$ cat src/rtl/sha3_run_arbiter.sv
// sha3_run_arbiter: round-robin grant of one shared activity slot among NumReq SHA3 engines.
// Latency: run_ack_o rises 1 cycle after a request is sampled; drops 1 cycle after that request falls.
// Backpressure: losing requests simply stay pending (never dropped) through a grant and the quiet gap.
//
// Ports:
//   clk_i, rst_ni        clock, asynchronous active-low reset
//   run_req_i            per-engine request, held until the engine's Keccak rounds complete
//   run_ack_o            one-hot-or-zero grant, decoded from state flops only
//   busy_o               a grant or the quiet gap is in progress
//   grant_idx_o          index of the current / last granted engine
//   lc_escalate_en_i     life-cycle escalation (anything but Off locks the arbiter)
//   hold_timeout_o       one-cycle pulse when a grant has been held MaxHoldCycles cycles
//   sparse_fsm_error_o   arbiter is in the terminal Error state
module sha3_run_arbiter #(
    parameter int unsigned NumReq        = 4,
    parameter int unsigned QuietCycles   = 2,
    parameter int unsigned MaxHoldCycles = 64,
    localparam int unsigned IdxW         = (NumReq > 1) ? $clog2(NumReq) : 1
) (
    input  logic              clk_i,
    input  logic              rst_ni,
    input  logic [NumReq-1:0] run_req_i,
    output logic [NumReq-1:0] run_ack_o,
    output logic              busy_o,
    output logic [IdxW-1:0]   grant_idx_o,
    input  logic [3:0]        lc_escalate_en_i,
    output logic              hold_timeout_o,
    output logic              sparse_fsm_error_o
);
    localparam int unsigned       HoldW     = $clog2(MaxHoldCycles + 1);
    localparam logic [HoldW-1:0]  HoldMax   = HoldW'(MaxHoldCycles);
    localparam logic [3:0]        QuietLast = (QuietCycles > 0) ? 4'(QuietCycles - 1) : 4'd0;
    localparam int unsigned       SumW      = IdxW + 1;
    localparam logic [SumW-1:0]   NumReqS   = SumW'(NumReq);
    localparam logic [NumReq-1:0] OneHot0   = NumReq'(1);
    localparam logic [3:0]        LcOff     = 4'b1010;

    // Pairwise Hamming distance >= 3 so a single upset cannot land on another valid state.
    typedef enum logic [4:0] {
        StIdle    = 5'b00111,
        StGranted = 5'b11001,
        StQuiet   = 5'b01010,
        StError   = 5'b10100
    } state_e;

    // Held as raw bits so that corrupted (non-enum) codes stay representable and detectable.
    logic [4:0]        state_q, state_d;
    logic [IdxW-1:0]   grant_q, grant_d;
    logic [IdxW-1:0]   rr_ptr_q, rr_ptr_d;
    logic [HoldW-1:0]  hold_cnt_q, hold_cnt_d;
    logic [3:0]        quiet_cnt_q, quiet_cnt_d;
    logic              hold_timeout_q, hold_timeout_d;

    logic              escalate;
    logic              grant_req;
    logic              pick_vld;
    logic [IdxW-1:0]   pick_idx;
    logic [IdxW-1:0]   rr_next;
    logic [NumReq-1:0] req_rot;
    logic [NumReq-1:0] grant_vec;
    logic [SumW-1:0]   pick_off;
    logic [SumW-1:0]   pick_sum;
    logic [SumW-1:0]   rr_sum;

    // Loose test: every encoding other than Off counts as escalation.
    assign escalate  = (lc_escalate_en_i != LcOff);
    assign grant_vec = OneHot0 << grant_q;
    assign grant_req = |(run_req_i & grant_vec);

    // Round-robin pick: rotate requests so rr_ptr sits at bit 0, take the lowest set bit,
    // then rotate the offset back into an absolute index.
    always_comb begin
        req_rot  = NumReq'({run_req_i, run_req_i} >> rr_ptr_q);
        pick_off = '0;
        for (int k = int'(NumReq) - 1; k >= 0; k--) begin
            if (req_rot[k]) begin
                pick_off = SumW'(k);
            end
        end
        pick_sum = {1'b0, rr_ptr_q} + pick_off;
        if (pick_sum >= NumReqS) begin
            pick_sum = pick_sum - NumReqS;
        end
        pick_idx = pick_sum[IdxW-1:0];
        pick_vld = |run_req_i;

        rr_sum = {1'b0, grant_q} + SumW'(1);
        if (rr_sum >= NumReqS) begin
            rr_sum = '0;
        end
        rr_next = rr_sum[IdxW-1:0];
    end

    always_comb begin
        state_d        = state_q;
        grant_d        = grant_q;
        rr_ptr_d       = rr_ptr_q;
        hold_cnt_d     = hold_cnt_q;
        quiet_cnt_d    = quiet_cnt_q;
        hold_timeout_d = 1'b0;

        case (state_q)
            StIdle: begin
                if (pick_vld) begin
                    grant_d    = pick_idx;
                    hold_cnt_d = '0;
                    state_d    = StGranted;
                end
            end
            StGranted: begin
                if (!grant_req) begin
                    rr_ptr_d    = rr_next;
                    hold_cnt_d  = '0;
                    quiet_cnt_d = '0;
                    state_d     = (QuietCycles > 0) ? StQuiet : StIdle;
                end else if (hold_cnt_q != HoldMax) begin
                    // Saturating count; the overrun is only reported, the grant stays.
                    hold_cnt_d     = hold_cnt_q + HoldW'(1);
                    hold_timeout_d = (hold_cnt_q == HoldMax - HoldW'(1));
                end
            end
            StQuiet: begin
                // The last quiet cycle arbitrates directly, so exactly QuietCycles
                // ack-free cycles separate consecutive grants.
                if (quiet_cnt_q == QuietLast) begin
                    if (pick_vld) begin
                        grant_d    = pick_idx;
                        hold_cnt_d = '0;
                        state_d    = StGranted;
                    end else begin
                        state_d = StIdle;
                    end
                end else begin
                    quiet_cnt_d = quiet_cnt_q + 4'd1;
                end
            end
            StError: begin
                state_d = StError;
            end
            default: begin
                state_d = StError;
            end
        endcase

        if (escalate) begin
            state_d        = StError;
            hold_timeout_d = 1'b0;
        end
    end

    always_ff @(posedge clk_i or negedge rst_ni) begin
        if (!rst_ni) begin
            state_q        <= StIdle;
            grant_q        <= '0;
            rr_ptr_q       <= '0;
            hold_cnt_q     <= '0;
            quiet_cnt_q    <= '0;
            hold_timeout_q <= 1'b0;
        end else begin
            state_q        <= state_d;
            grant_q        <= grant_d;
            rr_ptr_q       <= rr_ptr_d;
            hold_cnt_q     <= hold_cnt_d;
            quiet_cnt_q    <= quiet_cnt_d;
            hold_timeout_q <= hold_timeout_d;
        end
    end

    // All outputs decode flops only; the async reset of state_q clears the ack immediately.
    assign run_ack_o          = (state_q == StGranted) ? grant_vec : '0;
    assign busy_o             = (state_q == StGranted) || (state_q == StQuiet);
    assign grant_idx_o        = grant_q;
    assign hold_timeout_o     = hold_timeout_q;
    assign sparse_fsm_error_o = (state_q == StError);

endmodule

$ cat config.mk
export PLATFORM = sky130hd
export DESIGN_NAME = sha3_run_arbiter
export DESIGN_NICKNAME = d
export VERILOG_FILES = /design/src/rtl/sha3_run_arbiter.sv
export SDC_FILE = /design/constraint.sdc
export NUM_CORES = 1
export LEC_CHECK = 0
export BUFFER_PORTS_ARGS = -buffer_cell sky130_fd_sc_hd__buf_2
export CORE_MARGIN = 4
export CORE_UTILIZATION = 43
export DETAILED_ROUTE_END_ITERATION = 6
export MAX_ROUTING_LAYER = met4
export PLACE_DENSITY = 0.61
export SLEW_MARGIN = 40
export SYNTH_ARGS = -nofsm -noshare
export SYNTH_HDL_FRONTEND = slang
export SYNTH_SLANG_ARGS = --single-unit
$ cat constraint.sdc
create_clock -name clk_i -period 2.9 [get_ports clk_i]
set_clock_uncertainty 0.15 [all_clocks]
set_input_delay 0.58 -clock clk_i [delete_from_list [all_inputs] [get_ports clk_i]]
set_output_delay 0.58 -clock clk_i [all_outputs]
set_load 0.02 [all_outputs]
==> qor.yml <==
drt:
  via_count: 1168
  viasPerCell: 5.36
  drt-initial-drc-count: 75
  wl_per_cell_um: 13.1
  routed_wl_um: 2860
  drtPass1Iterations: 4
  detail-route-antenna-nets: 0
  drc: 0
placed_design:
  place_hpwl_um: 2200
  dp.cells: 214
  gp_congestion: 0.824
  io_buffers: 18
timing:
  rsz0062_at_grt: "false"
  slew_headroom_pct: 67.9
  setup_viol: 0
  slew_violations: 0
  min_period_ns: 2.42
  max_clock_freq_mhz: 413
  totalNegativeSetupSlack_ns: 0
  hold_violations: 0
  tightest_slew_ns: 0.481
  period_share_pct: 83.5
setup_path:
  worstPathRequired_ns: 2.17
  rr_startpoint: "grant_idx_o[0]$_DFFE_PN0P_"
  crit_slowest_cell: "dfstp_2"
  critPathMaxFanout: 11
  critical_path_arrival_ns: 1.69
  startpoint: "state_q[0]$_DFFE_PN1P_"
  worst-path-stages: 4
  startpoint_type: "register"
  r2r_end: "hold_cnt_q[2]$_DFFE_PN0P_"
  endpoint: "busy_o"
  crit_chain: "or3b_4, or2_1, nand2_1, buf_2"
  rrSetupSlack_ns: 0.66
  crit_buf_inv: 1
  cpLargestDelayFamily: "simple AND/OR/NAND/NOR gates"
  r2r_cells: 7
  cpPeakStageDelay_ns: 0.44
  end_kind: "primary output"
  path_class: "register to primary output"
finish:
  fin_util_pct: 51.0
  antennaDiodeCount: 0
  final_cell_mix: "dfrtp_1, buf_2, nand2_1"
  fin_nets: 194
  fillers: 303
  syn_to_final_growth_pct: 9.91
  layout.cells.non_filler: 218
  layout-drive-gt1-share_pct: 19.5
global_route:
  grt_max_degree: 22
  grt_use_total_pct: 15.6
  antenna_found_initial: 0
  gr-total-overflow: 0
  grt_pass1_wl_um: 5220
  grt_pass1_vias: 1188
die:
  die_area_um2: 4370
  die_h_um: 66.1
  fp.dieW_um: 66.1
  start_util_pct: 46.4
  num_rows: 20
  core_area_um2: 3130
  io_pins: 19
clocking:
  cts_tree: "done"
  numCtsBuffers: 3
  clkTransAtPathRegs_ns: 0.11
  cts_max_level: 1
  clock_path_buffers: 2
  cts_setup_buffers: 0
  cts_sinks: 21
  postCtsHoldBufs: 0
  cts-resized-gates: 0
  clk_latency_ns: 0.30
  root_buffer: "clkbuf_4"
worst_hold_path:
  hold_class: "primary input to async pin"
synth:
  synth_edf_count: 0
  syn_area_um2: 1450
  syn_nets: 176
  synth-main-ff-cell: "dfrtp_1"
  synthCells: 157
  ys.warnings.count: 0
  synth.distinct_cells: 49
  yosysSeqAreaShare_pct: 36.5
  syn_avg_cell_area_um2: 9.24
  synth_seq_cells: 21
  synthArstFlopShare_pct: 100
pwr:
  vdd_ir_drop_max_v: 0.000219
  powerDensity_nw_per_um2: 290
  cellLeakagePower_nw: 0.702
  p_total_mw: 0.463
status:
  status: "completed"
flow_run:
  max_cap_violations: 0
==> metrics by stage <==
step                      hold slack, ns  worst slack, ns  cell area, um2
after global placement             0.336            0.690            1570
final                             0.0736            0.479            1600
after detailed placement           0.324            0.642            1570
after floorplan                    0.134            0.711            1450
after global routing              0.0772            0.386            1600
after CTS                         0.0807            0.455            1600
==> cells by family (layout without fill, tap and decap cells) <==
kind of cell | Yosys count | after routing | share of synthesized area [%]
multiplexers | 3 | 3 | 2.33
AND/OR/NAND/NOR | 65 | 65 | 26.0
adder cells (fa/ha/maj) | 9 | 9 | 7.76
flip-flops | 21 | 21 | 36.5
XOR/XNOR | 6 | 6 | 3.62
buffers and inverters | 13 | 30 | 3.97
AO/OA/AOI/OAI | 40 | 40 | 19.8
==> sequential cells by signal, summed over array words and instances (netlist names) <==
| register | flops |
|---|---|
| hold_timeout_o | 1 |
| rr_ptr_q | 2 |
| grant_idx_o | 2 |
| hold_cnt_q | 7 |
| state_q | 5 |
| quiet_cnt_q | 4 |
==> where the power goes <==
part / switching (mW) / internal (mW) / leakage, nW
registers: 0.0000000692 / 0.293 / 0.262
logic: 0.0189 / 0.0118 / 0.425
clock network: 0.0853 / 0.0535 / 0.0150
==> how the worst min path moves through the flow <==
stage / from / endpoint / slack (ns) / cells after the start
3_3_place_gp: hold_cnt_q[6]$_DFFE_PN0P_ / hold_timeout_o$_DFF_PN0_ / 0.34 / 1
2_1_floorplan: rst_ni / grant_idx_o[0]$_DFFE_PN0P_ / 0.13 / 0
5_1_grt: rst_ni / quiet_cnt_q[1]$_DFFE_PN0P_ / 0.08 / 1
4_1_cts: rst_ni / quiet_cnt_q[3]$_DFFE_PN0P_ / 0.08 / 1
3_5_place_dp: hold_cnt_q[6]$_DFFE_PN0P_ / hold_timeout_o$_DFF_PN0_ / 0.32 / 1
6_report: rst_ni / quiet_cnt_q[1]$_DFFE_PN0P_ / 0.07 / 1
==> per-layer routing <==
metal | up-vias | part of all wire, % | GRT usage [%]
li1 | 597 | - | -
met2 | 11 | 52 | 27.8
met1 | 558 | 45 | 17.8
met3 | 2 | 2.3 | 2.55
met5 | - | 0 | -
met4 | 0 | 0.52 | 4.57
==> synthesized netlist by cell type (2+ instances only) <==
library cell | n | area share (%)
o21ai_1 | 10 | 3.4
nor2b_1 | 2 | 0.86
clkbuf_1 | 3 | 0.78
ha_1 | 9 | 7.8
or2_1 | 2 | 0.86
a21oi_1 | 11 | 3.8
dfstp_2 | 3 | 5.4
nand3_1 | 3 | 1.0
inv_1 | 8 | 2.1
nand2_1 | 14 | 3.6
nor3b_1 | 3 | 1.6
dfrtp_1 | 18 | 31
nor2_1 | 10 | 2.6
mux2_1 | 3 | 2.3
and3_1 | 8 | 3.4
xnor2_1 | 3 | 1.8
a21o_1 | 2 | 1.0
o21ai_0 | 3 | 1.0
nand2b_1 | 3 | 1.3
or3_1 | 3 | 1.3
nor3_1 | 2 | 0.69
xor2_1 | 3 | 1.8
nor4_1 | 3 | 1.3
a22o_1 | 2 | 1.2
nand3b_1 | 2 | 1.0
==> final cells by class <==
class                   count  area [um2]  area share (%)
clock buffers               4        26.3            1.65
inverters                   8        30.0            1.88
well taps                  44        55.1            3.45
multi-input cells         123         865            54.2
repair buffers             18        90.1            5.65
flip-flops and latches     21         529            33.2
==> worst reg2reg max path: stages (launching register included) <==
cell and delay [ns]:
dfrtp_1 0.43, inv_1 0.10, ha_1 0.22, a22o_1 0.26
o211ai_2 0.30, a21bo_4 0.29, or2_4 0.26, o221a_1 0.12
No activity file was read; power rests on OpenSTA's default activity.
